--- src/rtl/pwr_rail_sequencer_if.sv ---
// Rail enable / power-good bundle between the sequencer (master) and the rail
// regulators or delay timers (slave).
interface pwr_rail_sequencer_if #(
    parameter int NUM_RAILS = 4
);
    logic [NUM_RAILS-1:0] RAIL_EN;
    logic [NUM_RAILS-1:0] RAIL_PG;

    modport master (output RAIL_EN, input RAIL_PG);
    modport slave  (input RAIL_EN, output RAIL_PG);
endinterface

--- src/rtl/pwr_rail_sequencer.sv ---
// Baseboard power sequencer: brings rails up in order gated on PG with a per-rail
// timeout, powers down in reverse with a fixed gap, and latches faults.
module pwr_rail_sequencer #(
    parameter int              NUM_RAILS  = 4,
    parameter int              CNT_W      = 16,
    parameter logic [CNT_W-1:0] PG_TIMEOUT = 16'hC350,
    parameter logic [CNT_W-1:0] OFF_GAP    = 16'h2710
) (
    input  logic                   SYSCLK,
    input  logic                   RESET_N,
    input  logic                   PWR_ON_REQ,
    pwr_rail_sequencer_if.master   rail,
    output logic                   SEQ_DONE,
    output logic                   SEQ_FAULT,
    output logic [2:0]             FAULT_RAIL,
    output logic [2:0]             SEQ_STATE
);
    typedef enum logic [2:0] {
        IDLE    = 3'd0,
        ON_EN   = 3'd1,
        ON_WAIT = 3'd2,
        ON_DONE = 3'd3,
        OFF_DIS = 3'd4,
        OFF_GAP_ST = 3'd5,
        FAULT   = 3'd6
    } state_t;

    localparam logic [2:0]       LAST_IDX     = 3'(NUM_RAILS - 1);
    localparam logic [CNT_W-1:0] TIMEOUT_LAST = PG_TIMEOUT - 1'b1;
    localparam logic [CNT_W-1:0] GAP_LAST     = OFF_GAP - 1'b1;

    state_t                 state_reg, state_next;
    logic [2:0]             idx_reg, idx_next;
    logic [CNT_W-1:0]       timer_reg, timer_next;
    logic [NUM_RAILS-1:0]   rail_en_reg, rail_en_next;
    logic                   fault_reg, fault_next;
    logic [2:0]             fault_rail_reg, fault_rail_next;

    logic                   req_meta_reg, req_s_reg;
    logic [NUM_RAILS-1:0]   pg_meta_reg, pg_s_reg;

    logic [NUM_RAILS-1:0]   idx_onehot;
    logic [NUM_RAILS-1:0]   below_mask;
    logic [NUM_RAILS-1:0]   loss_below;
    logic                   go_fault;
    logic [2:0]             go_fault_idx;

    function automatic logic [2:0] lowest_set(input logic [NUM_RAILS-1:0] v);
        logic [2:0] r;
        r = '0;
        for (int i = NUM_RAILS - 1; i >= 0; i--) begin
            if (v[i]) r = 3'(i);
        end
        return r;
    endfunction

    assign idx_onehot = NUM_RAILS'(1) << idx_reg;

    // Rails already enabled below the one being waited on must hold PG.
    for (genvar gi = 0; gi < NUM_RAILS; gi++) begin : g_below
        assign below_mask[gi] = (3'(gi) < idx_reg);
    end
    assign loss_below = below_mask & ~pg_s_reg;

    always_ff @(posedge SYSCLK or negedge RESET_N) begin
        if (!RESET_N) begin
            req_meta_reg <= 1'b0;
            req_s_reg    <= 1'b0;
            pg_meta_reg  <= '0;
            pg_s_reg     <= '0;
        end else begin
            req_meta_reg <= PWR_ON_REQ;
            req_s_reg    <= req_meta_reg;
            pg_meta_reg  <= rail.RAIL_PG;
            pg_s_reg     <= pg_meta_reg;
        end
    end

    always_ff @(posedge SYSCLK or negedge RESET_N) begin
        if (!RESET_N) begin
            state_reg      <= IDLE;
            idx_reg        <= '0;
            timer_reg      <= '0;
            rail_en_reg    <= '0;
            fault_reg      <= 1'b0;
            fault_rail_reg <= '0;
        end else begin
            state_reg      <= state_next;
            idx_reg        <= idx_next;
            timer_reg      <= timer_next;
            rail_en_reg    <= rail_en_next;
            fault_reg      <= fault_next;
            fault_rail_reg <= fault_rail_next;
        end
    end

    always_comb begin
        state_next      = state_reg;
        idx_next        = idx_reg;
        timer_next      = timer_reg;
        rail_en_next    = rail_en_reg;
        fault_next      = fault_reg;
        fault_rail_next = fault_rail_reg;
        go_fault        = 1'b0;
        go_fault_idx    = '0;

        case (state_reg)
            IDLE: begin
                rail_en_next = '0;
                if (req_s_reg) begin
                    state_next      = ON_EN;
                    idx_next        = '0;
                    fault_rail_next = '0;
                end
            end
            ON_EN: begin
                rail_en_next = rail_en_reg | idx_onehot;
                timer_next   = '0;
                state_next   = ON_WAIT;
            end
            ON_WAIT: begin
                timer_next = timer_reg + 1'b1;
                if (!req_s_reg) begin
                    state_next = OFF_DIS;
                end else if (|loss_below) begin
                    go_fault     = 1'b1;
                    go_fault_idx = lowest_set(loss_below);
                end else if (|(pg_s_reg & idx_onehot)) begin
                    if (idx_reg == LAST_IDX) begin
                        state_next = ON_DONE;
                    end else begin
                        idx_next   = idx_reg + 1'b1;
                        state_next = ON_EN;
                    end
                end else if (timer_reg == TIMEOUT_LAST) begin
                    go_fault     = 1'b1;
                    go_fault_idx = idx_reg;
                end
            end
            ON_DONE: begin
                if (!req_s_reg) begin
                    state_next = OFF_DIS;
                    idx_next   = LAST_IDX;
                end else if (|(~pg_s_reg)) begin
                    go_fault     = 1'b1;
                    go_fault_idx = lowest_set(~pg_s_reg);
                end
            end
            OFF_DIS: begin
                rail_en_next = rail_en_reg & ~idx_onehot;
                timer_next   = '0;
                state_next   = (idx_reg == '0) ? IDLE : OFF_GAP_ST;
            end
            OFF_GAP_ST: begin
                timer_next = timer_reg + 1'b1;
                if (timer_reg == GAP_LAST) begin
                    idx_next   = idx_reg - 1'b1;
                    state_next = OFF_DIS;
                end
            end
            FAULT: begin
                if (!req_s_reg) begin
                    state_next = IDLE;
                    fault_next = 1'b0;
                end
            end
            default: state_next = IDLE;
        endcase

        // All rails drop together on the edge that enters FAULT.
        if (go_fault) begin
            state_next      = FAULT;
            rail_en_next    = '0;
            fault_next      = 1'b1;
            fault_rail_next = go_fault_idx;
        end
    end

    assign rail.RAIL_EN = rail_en_reg;
    assign SEQ_DONE     = (state_reg == ON_DONE);
    assign SEQ_FAULT    = fault_reg;
    assign FAULT_RAIL   = fault_rail_reg;
    assign SEQ_STATE    = state_reg;
endmodule

--- src/flat_wrapper.sv ---
// flat-port wrapper written by rule: the top's interface ports become plain ports
module pwr_rail_sequencer_flat 
#(
    parameter int              NUM_RAILS  = 4,
    parameter int              CNT_W      = 16,
    parameter logic [CNT_W-1:0] PG_TIMEOUT = 16'hC350,
    parameter logic [CNT_W-1:0] OFF_GAP    = 16'h2710
)
  (SYSCLK, RESET_N, PWR_ON_REQ, SEQ_DONE, SEQ_FAULT, FAULT_RAIL, SEQ_STATE, rail_RAIL_EN, rail_RAIL_PG);
  pwr_rail_sequencer_if #(.NUM_RAILS(NUM_RAILS)) rail_i ();
  input  logic SYSCLK;
  input  logic RESET_N;
  input  logic PWR_ON_REQ;
  output logic SEQ_DONE;
  output logic SEQ_FAULT;
  output logic [2:0] FAULT_RAIL;
  output logic [2:0] SEQ_STATE;
  output wire logic [$bits(rail_i.RAIL_EN)-1:0] rail_RAIL_EN;
  input wire logic [$bits(rail_i.RAIL_PG)-1:0] rail_RAIL_PG;
  assign rail_RAIL_EN = rail_i.RAIL_EN;
  assign rail_i.RAIL_PG = rail_RAIL_PG;
  pwr_rail_sequencer #(.NUM_RAILS(NUM_RAILS), .CNT_W(CNT_W), .PG_TIMEOUT(PG_TIMEOUT), .OFF_GAP(OFF_GAP)) u_core (.SYSCLK(SYSCLK), .RESET_N(RESET_N), .PWR_ON_REQ(PWR_ON_REQ), .rail(rail_i), .SEQ_DONE(SEQ_DONE), .SEQ_FAULT(SEQ_FAULT), .FAULT_RAIL(FAULT_RAIL), .SEQ_STATE(SEQ_STATE));
endmodule
--- config.mk ---
export PLATFORM = sky130hd
export DESIGN_NAME = pwr_rail_sequencer_flat
export DESIGN_NICKNAME = d
export VERILOG_FILES = /design/src/rtl/pwr_rail_sequencer_if.sv /design/src/rtl/pwr_rail_sequencer.sv /design/src/flat_wrapper.sv
export SDC_FILE = /design/constraint.sdc
export NUM_CORES = 1
export LEC_CHECK = 0
export ABC_AREA = 1
export CAP_MARGIN = 30
export CELL_PAD_IN_SITES_DETAIL_PLACEMENT = 1
export CELL_PAD_IN_SITES_GLOBAL_PLACEMENT = 2
export CORE_MARGIN = 10
export CORE_UTILIZATION = 31
export DETAILED_ROUTE_END_ITERATION = 8
export PLACE_DENSITY = 0.76
export RECOVER_POWER = 25
export SYNTH_ARGS = -nofsm -noshare
export SYNTH_HDL_FRONTEND = slang
export SYNTH_SLANG_ARGS = --single-unit
--- constraint.sdc ---
create_clock -name SYSCLK -period 1.74 [get_ports SYSCLK]
set_input_delay 0.261 -clock SYSCLK [delete_from_list [all_inputs] [get_ports SYSCLK]]
set_output_delay 0.261 -clock SYSCLK [all_outputs]
set_load 0.01 [all_outputs]
==> out/metrics.cfg <==
[logic_synthesis]
syn_inst=305
synth_nets=319
ys_top_cells_by_area=dfrtp_1 42%, nand2_1 11%, inv_1 5.0%, nand3_1 4.8%, nor2_1 4.4%
synth_seq_area_share=0.4171
ys_ff_latch=40
yosys_warnings=0
syn_area_sq_um=2400
syn_avg_cell_area_sq_um=7.868
synth_top_area_cell=dfrtp_1
yosysTopAreaCellShare=0.4171
yosys.cell_types.count=33

[cells_and_area]
final_common_cell=nand2_1
stdcell_area_sq_um=3485
num_antenna_cells=0
syn2layout_area_growth_pct=45.20
final_cell_mix=56 x nand2_1, 51 x buf_4, 34 x dfrtp_1
largest_reg_flops=16
drive_gt1_frac=0.3727
nets=394
finalNonFillerCells=483

[die]
row_count=32
initial_core_util=0.3138
boundaryPins=19
core_sq_um=7647
die_h_um=108.0
die_area_sq_um=11660
die_w_um=108.0

[setup_path]
crit_chain=ha_4, ha_4, nand2_4, nand2_4, nor2_4, nand3_2, nand3_4, nand3_4, nand2_4, nand2_4, nand2_1, nand2_1
cp_top_family=simple AND/OR/NAND/NOR gates
critical_path_class=reg2reg
slowest_delay_ns=0.46
cp_data_arrival_time_ns=2.05
r2r_slack_ns=-0.12
r2r-end=u_core.SEQ_STATE[2]
r2r_cells=12
crit_fanout=5
regToRegStartpoint=u_core.idx_reg[0]
critPathSlowestCell=dfrtp_2
cpMostUsedCell=nand2_4
crit_required_ns=1.93
critPathLaunchType=register
crit_buf_inv=0
cp-end-kind=register

[pwr]
switchingPower_mw=2.124
p_leak_nw=1.598
p_int_mw=2.681
power_density_nw_per_um2=1379
comb_power_share=0.599
p_seq_frac=0.259
vdd_drop_max_v=0.0003820
switching_share=0.4420
pwr-share-clk=0.142

[cts]
clock-sinks=40
cts_root_buf=clkbuf_8
cts_tree=done
clk_pin_slew_ns=0.09
cts.path.max_buffers=2
cts_max_level=2
cts_buffers=5
clk_latency_ns=0.30

[grt]
antenna_found_initial=0
grt_pass1_wl_um=12370
grt_pass1_vias=2474
overflow=0
grt_max_degree=22
grt_use_total=0.1299

[drt]
wl_met1_um=3379
wire_per_inst_um=15.75
drt-total-wl_um=7607
top_layer=met4
ant_nets=0
drc=0
drtIter0Drc=46
vias_per_cell=4.867
dr_wl_met3_um=229
routed-via-count=2351
wl_met2_um=3919
dr.pass1.iters=4

[sta]
hold_violations=0
setup_viol=14
fin_skew_ns=0.008523
setup_slack_ns=-0.1169
timing.slew.headroom=0.6118
worst_pin_slew_ns=0.5822
fin_crit_ns=1.857
tns_ns=-0.8685
post-route-period-util=1.067
slew_violations=0
rsz0062_at_grt=yes
timing.fmax_mhz=538.5

[worst_hold_path]
whs_endpoint=u_core.pg_s_reg[3]
hp-start=u_core.pg_meta_reg[3]
min_path_type=reg2reg
min_path_cells=0

[run_status]
status=complete, but fails checks
violations=setup timing

[place]
post-place-ws_ns=-0.2403
dpl_cell_area_sq_um=2973
gp_routability_congestion=0.7985
port_buffers=18
dp_hpwl_um=5491
dp.cells=460

[flow_run]
max_cap_viol_count=0

routing by layer:
metal / up-vias / track usage
met1: 1173 / 0.1647
met5: - / 0
met3: 6 / 0.02142
met2: 22 / 0.2228
li1: 1150 / -
met4: 0 / 0.03435
Yosys cell counts (all sizes together):
cell / number
buf: 5
a22o: 1
nand2: 83
xor2: 3
a21oi: 7
dfrtp: 40
a31oi: 1
o31ai: 2
nor2: 33
xnor2: 1
nand3: 33
o22ai: 7
nand3b: 2
mux2i: 1
inv: 37
nand4: 9
ha: 7
nor4: 1
nor3: 13
clkbuf: 1
o21ai: 17
o21bai: 1
metrics by stage:
stage / power, mW / hold slack [ns] / util
after CTS: 4.530 / 0.3584 / 0.4252
after global placement: 3.569 / 0.2578 / 0.3887
final: 4.805 / 0.3561 / 0.4557
after detailed placement: 3.614 / 0.2687 / 0.3887
after global routing: 5.174 / 0.3673 / 0.4557
after floorplan: 2.624 / -0.03459 / -
how the worst max path moves through the flow:
| stage | from | end | slack (ns) | cells after the start |
|---|---|---|---|---|
| after floorplan | u_core.idx_reg[0] | u_core.SEQ_STATE[1] | 0.02 | 12 |
| after global placement | u_core.idx_reg[0] | u_core.SEQ_STATE[0] | -0.20 | 12 |
| after detailed placement | u_core.idx_reg[0] | u_core.FAULT_RAIL[1] | -0.24 | 12 |
| after CTS | u_core.idx_reg[0] | u_core.FAULT_RAIL[1] | -0.11 | 12 |
| after global routing | u_core.idx_reg[0] | u_core.SEQ_STATE[2] | -0.21 | 12 |
| final | u_core.idx_reg[0] | u_core.SEQ_STATE[2] | -0.12 | 12 |
layout make-up:
type | count | area [sq um]
Fill cell | 919 | 4163
Multi-Input combinational cell | 223 | 1503
Sequential cell | 40 | 1008
Timing Repair Buffer | 73 | 600.6
Inverter | 37 | 151.4
Tap cell | 102 | 127.6
Clock buffer | 7 | 86.33
Clock inverter | 1 | 7.507
repair_timing:
item | 4_1_cts | 5_1_grt
resized for setup | 30 | 51
pin swaps | 12 | 18
hold endpoints to repair | 19 | 0
hold buffers | 1 | 0
endpoints found under the setup margin | 18 | 27
setup buffers | 6 | 8
gates cloned | 1 | 0
logic make-up after synthesis:
logic type,Yosys count,share of synthesized area
flops,40,0.4171
fa+ha+maj,7,0.03649
compound gates,36,0.08394
simple gates,174,0.3702
buf+inv,43,0.07351
xor+xnor,4,0.01460
mux,1,0.004171
power groups by stage:
stage	clock network (mW)	registers [mW]	logic, mW
3_5_place_dp	0	1.24	2.38
3_3_place_gp	0	1.23	2.34
6_report	0.681	1.24	2.88
2_1_floorplan	0	1.27	1.36
5_1_grt	0.732	1.28	3.16
4_1_cts	0.704	1.23	2.59
(Power assumes the default switching activity.)
